`config.mk`:
```
export PLATFORM = sky130hd
export DESIGN_NAME = toll_billing_flat
export DESIGN_NICKNAME = d
export VERILOG_FILES = /design/src/rtl/toll_pkg.sv /design/src/rtl/toll_billing_if.sv /design/src/rtl/bin2bcd_seq.sv /design/src/rtl/toll_billing.sv /design/src/flat_wrapper.sv
export SDC_FILE = /design/constraint.sdc
export NUM_CORES = 1
export LEC_CHECK = 0
export ABC_AREA = 1
export CORE_MARGIN = 1
export CORE_UTILIZATION = 45
export CTS_CLUSTER_DIAMETER = 40
export DETAILED_ROUTE_END_ITERATION = 7
export SKIP_CTS_REPAIR_TIMING = 1
export SYNTH_ARGS = -nofsm -noshare
export SYNTH_HDL_FRONTEND = slang
export SYNTH_SLANG_ARGS = --single-unit
export TNS_END_PERCENT = 10
```
`constraint.sdc`:
```
create_clock -name clock -period 2.51 [get_ports clock]
set_clock_uncertainty 0.05 [all_clocks]
set_input_delay 0.3765 -clock clock [delete_from_list [all_inputs] [get_ports clock]]
set_output_delay 0.3765 -clock clock [all_outputs]
set_load 0.02 [all_outputs]
```
`src/rtl/toll_pkg.sv`:
```
// Shared constants, types and helpers for the toll billing stage:
// class codes, default fares, display selects, display FSM states and 7-segment patterns.
package toll_pkg;

    localparam logic [3:0] CLS_C1 = 4'b1000;
    localparam logic [3:0] CLS_C2 = 4'b1100;
    localparam logic [3:0] CLS_C3 = 4'b1110;
    localparam logic [3:0] CLS_C4 = 4'b1111;

    localparam logic [13:0] FARE_C1_DEF = 14'd5;
    localparam logic [13:0] FARE_C2_DEF = 14'd10;
    localparam logic [13:0] FARE_C3_DEF = 14'd15;
    localparam logic [13:0] FARE_C4_DEF = 14'd20;
    localparam logic [13:0] SAT_MAX_DEF = 14'd9999;

    localparam logic [1:0] DSP_REV  = 2'b00;
    localparam logic [1:0] DSP_CNT  = 2'b01;
    localparam logic [1:0] DSP_FARE = 2'b10;
    localparam logic [1:0] DSP_ERR  = 2'b11;

    typedef enum logic [1:0] {
        StIdle  = 2'd0,
        StConv  = 2'd1,
        StLatch = 2'd2
    } disp_state_e;

    // Segments a..g map to indices 0..6; a zero bit lights the segment.
    localparam logic [0:6] SEG_BLANK = 7'b1111111;

    function automatic logic [0:6] seg_digit(input logic [3:0] d);
        case (d)
            4'd0:    return 7'b0000001;
            4'd1:    return 7'b1001111;
            4'd2:    return 7'b0010010;
            4'd3:    return 7'b0000110;
            4'd4:    return 7'b1001100;
            4'd5:    return 7'b0100100;
            4'd6:    return 7'b0100000;
            4'd7:    return 7'b0001111;
            4'd8:    return 7'b0000000;
            4'd9:    return 7'b0000100;
            default: return SEG_BLANK;
        endcase
    endfunction

    // One extra bit on the sum lets the limit test happen before any wrap.
    function automatic logic [13:0] sat_add(input logic [13:0] a, input logic [13:0] b,
                                            input logic [13:0] lim);
        logic [14:0] s;
        s = {1'b0, a} + {1'b0, b};
        if (s > {1'b0, lim}) return lim;
        return s[13:0];
    endfunction

endpackage

```
`src/rtl/toll_billing_if.sv`:
```
// Lane-side signal bundle of the toll billing stage: charge inputs, display select and
// the 7-segment / status outputs.
interface toll_billing_if;
    logic [3:0] automovel;
    logic       cobrar;
    logic       clear;
    logic [1:0] disp_sel;
    logic [0:6] HEX3;
    logic [0:6] HEX2;
    logic [0:6] HEX1;
    logic [0:6] HEX0;
    logic       LEDR_err;
    logic       busy;

    modport master (
        output automovel, cobrar, clear, disp_sel,
        input  HEX3, HEX2, HEX1, HEX0, LEDR_err, busy
    );

    modport slave (
        input  automovel, cobrar, clear, disp_sel,
        output HEX3, HEX2, HEX1, HEX0, LEDR_err, busy
    );
endinterface

```
`src/rtl/bin2bcd_seq.sv`:
```
// Sequential double-dabble: converts a 14-bit value into four BCD digits, one
// shift/add-3 step per cycle, 14 cycles per conversion.
module bin2bcd_seq (
    input  logic        clock,
    input  logic        reset,
    input  logic        start_i,
    input  logic [13:0] bin_i,
    output logic        busy_o,
    output logic        done_o,
    output logic [15:0] bcd_o
);
    localparam logic [3:0] NumIter = 4'd14;

    logic [13:0] bin_q, bin_d;
    logic [15:0] bcd_q, bcd_d;
    logic [3:0]  cnt_q, cnt_d;
    logic        busy_q, busy_d;
    logic [15:0] adj;
    logic [29:0] shifted;

    always_comb begin
        adj = bcd_q;
        for (int i = 0; i < 4; i++) begin
            if (bcd_q[4*i +: 4] >= 4'd5) adj[4*i +: 4] = bcd_q[4*i +: 4] + 4'd3;
        end
        shifted = {adj, bin_q} << 1;

        bin_d  = bin_q;
        bcd_d  = bcd_q;
        cnt_d  = cnt_q;
        busy_d = busy_q;
        if (start_i && !busy_q) begin
            bin_d  = bin_i;
            bcd_d  = '0;
            cnt_d  = NumIter;
            busy_d = 1'b1;
        end else if (busy_q) begin
            bcd_d  = shifted[29:14];
            bin_d  = shifted[13:0];
            cnt_d  = cnt_q - 4'd1;
            busy_d = (cnt_q != 4'd1);
        end
    end

    always_ff @(posedge clock) begin
        if (reset) begin
            bin_q  <= '0;
            bcd_q  <= '0;
            cnt_q  <= '0;
            busy_q <= 1'b0;
        end else begin
            bin_q  <= bin_d;
            bcd_q  <= bcd_d;
            cnt_q  <= cnt_d;
            busy_q <= busy_d;
        end
    end

    assign busy_o = busy_q;
    assign done_o = busy_q && (cnt_q == 4'd1);
    assign bcd_o  = bcd_q;
endmodule

```
`src/rtl/toll_billing.sv`:
```
// Toll billing stage: charges once per vehicle from the fare table, keeps saturating
// totals, and shows a switch-selected total on four blank-suppressed 7-segment digits.
module toll_billing
    import toll_pkg::*;
#(
    parameter logic [13:0] FARE_C1 = FARE_C1_DEF,
    parameter logic [13:0] FARE_C2 = FARE_C2_DEF,
    parameter logic [13:0] FARE_C3 = FARE_C3_DEF,
    parameter logic [13:0] FARE_C4 = FARE_C4_DEF,
    parameter logic [13:0] SAT_MAX = SAT_MAX_DEF
) (
    input logic           clock,
    input logic           reset,
    toll_billing_if.slave bus
);
    logic        cobrar_prev_q;
    logic [13:0] rev_q, rev_d, cnt_q, cnt_d, err_q, err_d, fare_q, fare_d;
    logic        led_q;
    logic [13:0] sel_prev_q, sel_val;
    logic [1:0]  dsel_prev_q;
    logic        pending_q, pending_d;
    disp_state_e state_q, state_d;
    logic [3:0][0:6] hex_q, hex_d;

    logic        charge, fare_ok, changed;
    logic [13:0] fare_lut;
    logic        conv_start, conv_busy, conv_done;
    logic [15:0] bcd;

    assign charge = bus.cobrar & ~cobrar_prev_q;

    always_comb begin
        fare_lut = '0;
        fare_ok  = 1'b1;
        case (bus.automovel)
            CLS_C1:  fare_lut = FARE_C1;
            CLS_C2:  fare_lut = FARE_C2;
            CLS_C3:  fare_lut = FARE_C3;
            CLS_C4:  fare_lut = FARE_C4;
            default: fare_ok  = 1'b0;
        endcase
    end

    always_comb begin
        rev_d  = rev_q;
        cnt_d  = cnt_q;
        err_d  = err_q;
        fare_d = fare_q;
        if (bus.clear) begin
            rev_d  = '0;
            cnt_d  = '0;
            err_d  = '0;
            fare_d = '0;
        end else if (charge) begin
            if (fare_ok) begin
                rev_d  = sat_add(rev_q, fare_lut, SAT_MAX);
                cnt_d  = sat_add(cnt_q, 14'd1, SAT_MAX);
                fare_d = fare_lut;
            end else begin
                err_d  = sat_add(err_q, 14'd1, SAT_MAX);
            end
        end
    end

    always_comb begin
        sel_val = rev_q;
        unique case (bus.disp_sel)
            DSP_REV:  sel_val = rev_q;
            DSP_CNT:  sel_val = cnt_q;
            DSP_FARE: sel_val = fare_q;
            DSP_ERR:  sel_val = err_q;
        endcase
    end

    assign changed = (sel_val != sel_prev_q) || (bus.disp_sel != dsel_prev_q);

    // A change seen during a run only re-arms pending; the run itself always completes.
    always_comb begin
        state_d    = state_q;
        pending_d  = pending_q | changed;
        hex_d      = hex_q;
        conv_start = 1'b0;
        unique case (state_q)
            StIdle: begin
                if (pending_q && !conv_busy) begin
                    conv_start = 1'b1;
                    pending_d  = changed;
                    state_d    = StConv;
                end
            end
            StConv: begin
                if (conv_done) state_d = StLatch;
            end
            StLatch: begin
                hex_d[3] = (bcd[15:12] == 4'd0) ? SEG_BLANK : seg_digit(bcd[15:12]);
                hex_d[2] = (bcd[15:8] == 8'd0)  ? SEG_BLANK : seg_digit(bcd[11:8]);
                hex_d[1] = (bcd[15:4] == 12'd0) ? SEG_BLANK : seg_digit(bcd[7:4]);
                hex_d[0] = seg_digit(bcd[3:0]);
                state_d  = StIdle;
            end
            default: state_d = StIdle;
        endcase
    end

    bin2bcd_seq u_bin2bcd (
        .clock   (clock),
        .reset   (reset),
        .start_i (conv_start),
        .bin_i   (sel_val),
        .busy_o  (conv_busy),
        .done_o  (conv_done),
        .bcd_o   (bcd)
    );

    always_ff @(posedge clock) begin
        if (reset) begin
            cobrar_prev_q <= 1'b1;
            rev_q         <= '0;
            cnt_q         <= '0;
            err_q         <= '0;
            fare_q        <= '0;
            led_q         <= 1'b0;
            sel_prev_q    <= '0;
            dsel_prev_q   <= '0;
            pending_q     <= 1'b1;
            state_q       <= StIdle;
            hex_q         <= {4{SEG_BLANK}};
        end else begin
            cobrar_prev_q <= bus.cobrar;
            rev_q         <= rev_d;
            cnt_q         <= cnt_d;
            err_q         <= err_d;
            fare_q        <= fare_d;
            led_q         <= (err_q != 14'd0);
            sel_prev_q    <= sel_val;
            dsel_prev_q   <= bus.disp_sel;
            pending_q     <= pending_d;
            state_q       <= state_d;
            hex_q         <= hex_d;
        end
    end

    assign bus.HEX3     = hex_q[3];
    assign bus.HEX2     = hex_q[2];
    assign bus.HEX1     = hex_q[1];
    assign bus.HEX0     = hex_q[0];
    assign bus.LEDR_err = led_q;
    assign bus.busy     = (state_q == StConv);
endmodule

```
`src/flat_wrapper.sv`:
```
// flat-port wrapper written by rule: the top's interface ports become plain ports
module toll_billing_flat import toll_pkg::*;
#(
    parameter logic [13:0] FARE_C1 = FARE_C1_DEF,
    parameter logic [13:0] FARE_C2 = FARE_C2_DEF,
    parameter logic [13:0] FARE_C3 = FARE_C3_DEF,
    parameter logic [13:0] FARE_C4 = FARE_C4_DEF,
    parameter logic [13:0] SAT_MAX = SAT_MAX_DEF
)
  (clock, reset, bus_automovel, bus_cobrar, bus_clear, bus_disp_sel, bus_HEX3, bus_HEX2, bus_HEX1, bus_HEX0, bus_LEDR_err, bus_busy);
  toll_billing_if bus_i ();
  input logic clock;
  input logic reset;
  input wire logic [$bits(bus_i.automovel)-1:0] bus_automovel;
  input wire logic [$bits(bus_i.cobrar)-1:0] bus_cobrar;
  input wire logic [$bits(bus_i.clear)-1:0] bus_clear;
  input wire logic [$bits(bus_i.disp_sel)-1:0] bus_disp_sel;
  output wire logic [$bits(bus_i.HEX3)-1:0] bus_HEX3;
  output wire logic [$bits(bus_i.HEX2)-1:0] bus_HEX2;
  output wire logic [$bits(bus_i.HEX1)-1:0] bus_HEX1;
  output wire logic [$bits(bus_i.HEX0)-1:0] bus_HEX0;
  output wire logic [$bits(bus_i.LEDR_err)-1:0] bus_LEDR_err;
  output wire logic [$bits(bus_i.busy)-1:0] bus_busy;
  assign bus_i.automovel = bus_automovel;
  assign bus_i.cobrar = bus_cobrar;
  assign bus_i.clear = bus_clear;
  assign bus_i.disp_sel = bus_disp_sel;
  assign bus_HEX3 = bus_i.HEX3;
  assign bus_HEX2 = bus_i.HEX2;
  assign bus_HEX1 = bus_i.HEX1;
  assign bus_HEX0 = bus_i.HEX0;
  assign bus_LEDR_err = bus_i.LEDR_err;
  assign bus_busy = bus_i.busy;
  toll_billing #(.FARE_C1(FARE_C1), .FARE_C2(FARE_C2), .FARE_C3(FARE_C3), .FARE_C4(FARE_C4), .SAT_MAX(SAT_MAX)) u_core (.clock(clock), .reset(reset), .bus(bus_i));
endmodule
```
==> results.md, run 1 <==
- Port Buf Inserts: 39
- Pre-antenna DRT Iters: 5
- Syn Inst Count: 1119
- Asr flop ratio synth: 0%
- GR Util All Layers: 21.6%
- Synth top area cells: dfxtp_1 (38%), nand2_1 (13%), ha_1 (6.7%)
- F_max: roughly 0.43 GHz
- MaxCap Viol Count: 0
- Clk_lat worst skew: 430 ps
- Flops & latches, synth: roughly 150
- Layout fillers: about 1.7k
- CP bufs+invs: 2
- Cell accounting for the most synthesized area: dfxtp_1
- Dpl hpwl: between 10000 and 15000 microns
- Synth Flop Type: dfxtp_1
- Netlist cell types: 46
- Worst setup path class: in -> reg
- DIE HEIGHT: around 140 microns
- Vias in the first global route: slightly below 7k
- Crit path max-delay family: simple AND/OR/NAND/NOR gates
- Fin area: 9800 sq um
- Pwr dens: 630 nW/um^2
- Initial DRC count: roughly 340
- Leak: 4.33 nW
- Worst-case headroom to the max-slew limit: 60.9%
- Met2 Wirelength: about 9300 microns
- Routed wire length: 19000 microns
- DR top layer: met4
- Most used cell, CP: nand2_2
- DR WL/cell: 13.2 microns
- Layout cells sized above 1: 15.2%
- Initial Util: about 46%
- Total Neg Setup Slack: 0 ps
- Minimum clock period: between 2000 and 2500 ps
- Nets: 1262
- H-Tree Depth: 4
- Chip width: 135 microns
- Worst min path class: in -> reg
- Final setup viols: 0
- Number of synthesized flops with an enable pin: 0
- Cell Area, Synth: 7990 sq um
- Grt total ovfl: 0
- Global-route wire length before repair: 31600 microns
- Peak per-stage delay on the critical path: 250 ps
- Via density: around 5.1
- Net count after synthesis: 1173
- Avg Synthesized Cell Area: 7.14 sq um
- Slowest library cell on the worst path: or2_4
- Max IR drop VDD: 521 uV
- Total Power: 6.17 mW
- Initial antenna violation count: 0
- Placeable core area: 17300 sq um
- Max Buffers Root-to-Sink: 2
- Outcome: complete, no violations
- WHS: 389 ps
- Clock sink total: 151
- Critical path startpoint category: input pin
- Vias: 7320
- Root buf cell: clkbuf_16
- Fin crit share: just over 90%
- Worst slew pin tran: ~580 ps
- Ordered cell list for the critical path: buf_6 > nor2_2 > nand2_1 > or2_4 > o21ai_2 > ha_2 > fa_2 > nand2_2 > nand2_2 > nand3b_1 > nand2_2 > nand3_2 > nor2_4 > nand2_2 > nand2_2 > nand2_2 > nand2_4 > nand2_8 > o21ai_2 > inv_1
- Register area: between 3000 and 4000 sq um
- # rows: 48
- Multi-input gate area: 4470 sq um
- # DRC: 0
- Layout area overhead: 22.7%
- Largest net degree at the start of global routing: 41
- Routed Antenna Nets: 0
- Ys Warns: 0
- Antenna cell count: 0
- Placed Area: 9020 sq um
- Post-layout util: 56.7%
- Share of the synthesized area in the top cell type: 37.8%
- Die area: about 18000 sq um
- Reg clk slew, reported paths: 60 ps
- CP max FO: 8
- CP arrival: 2590 ps
- Post-Route M1 WL: 9020 microns
- Max-slew violations: 0
- TritonCTS buffer count: 17
- Post-synthesis sequential area ratio: 37.8%
- Wire length on met3: 476 microns
- Global placer's final weighted congestion: ~0.88
- Required @ worst endpoint: between 2000 and 3000 ps
- Top Ports: 40
- TritonCTS clock tree: built
- Setup crit end kind: register
- Final Hold Fails: 0
## layer usage
metal,vias to the layer above,GRT usage [%]
met4,0,6.80
met3,21,3.07
met2,116,37.9
li1,3851,-
met1,3332,27.0
met5,-,0
## path summary, 6_finish.rpt
| kind | startpoint | slack, ps | depth (start not counted) | to |
|---|---|---|---|---|
| worst max-delay path | bus_automovel[1] | 190 | 20 | u_core.rev_q[2] |
| worst min-delay path | bus_automovel[2] | 390 | 4 | u_core.fare_q[2] |
| worst max register to register | u_core.rev_q[0] | 200 | 15 | u_core.rev_q[2] |
| worst min register to register | register | 400 | 2 | u_core.bus.HEX2[4] |
## cells in the final DEF, fill, tap and decap left out, drive strengths merged, types with 24 or more instances in the layout
cell type,instances
nand3,57
inv,141
o21ai,96
ha,43
dfxtp,151
clkdlybuf4s50,35
nor2,99
nand2,286
buf,67
xor2,24
o22ai,26
a21oi,75
## Yosys cell counts, types with 9 or more instances
| cell | count |
|---|---|
| nand2_1 | 274 |
| dfxtp_1 | 151 |
| inv_1 | 123 |
| nor2_1 | 89 |
| o21ai_0 | 86 |
| a21oi_1 | 69 |
| nand3_1 | 56 |
| ha_1 | 43 |
| o22ai_1 | 26 |
| xor2_1 | 24 |
| clkbuf_1 | 22 |
| nand4_1 | 13 |
| o221ai_1 | 12 |
| or2_2 | 12 |
| nand2_2 | 11 |
| a31oi_1 | 10 |
| o21ai_1 | 10 |
| inv_2 | 9 |
## per-stage QoR
stage	instances	worst slack, ps
2_1_floorplan	1119	17.3
3_5_place_dp	1411	-646
3_3_place_gp	1411	-554
4_1_cts	1443	-219
6_report	1446	191
5_1_grt	1446	-37.4
## area by class of cell
cell class / instances / area share [%]
clock buffers: 17 / 4.34
inverters: 134 / 5.13
flip-flops and latches: 151 / 30.8
multi-input cells: 799 / 45.6
repair buffers: 105 / 9.38
well taps: 225 / 2.87
clock inverters: 15 / 1.88
## logic make-up (layout without fill, tap and decap cells)
kind of cell	count (synthesis)	after routing	share of synthesized area (%)
fa+ha+maj	44	44	6.98
flops	151	151	37.8
simple gates	486	486	26.6
compound gates	239	239	17.1
buf+inv	169	271	8.24
xor+xnor	30	30	3.29
## power breakdown
part	internal, mW	switching, mW	total [mW]
clock	1.51	1.15	2.66
combinational	0.333	0.549	0.883
sequential	2.54	0.0824	2.63
total	4.39	1.78	6.17
## tightest hold or removal path: stages
cell and delay (ps):
dlymetal6s2s_1 120, or2_4 140, buf_4 100, a31oi_1 70
Note: power is estimated with default switching activity, not from simulation.
==> run 2, diff against run 1 <==
--- a/config.mk
+++ b/config.mk
@@ -6,7 +6,6 @@
 export NUM_CORES = 1
 export LEC_CHECK = 0
 export ABC_AREA = 1
-export CORE_MARGIN = 1
 export CORE_UTILIZATION = 45
 export CTS_CLUSTER_DIAMETER = 40
 export DETAILED_ROUTE_END_ITERATION = 7
==> results of run 2 <==
No change in the layout: final DEF, timing and power equal those of run 1.
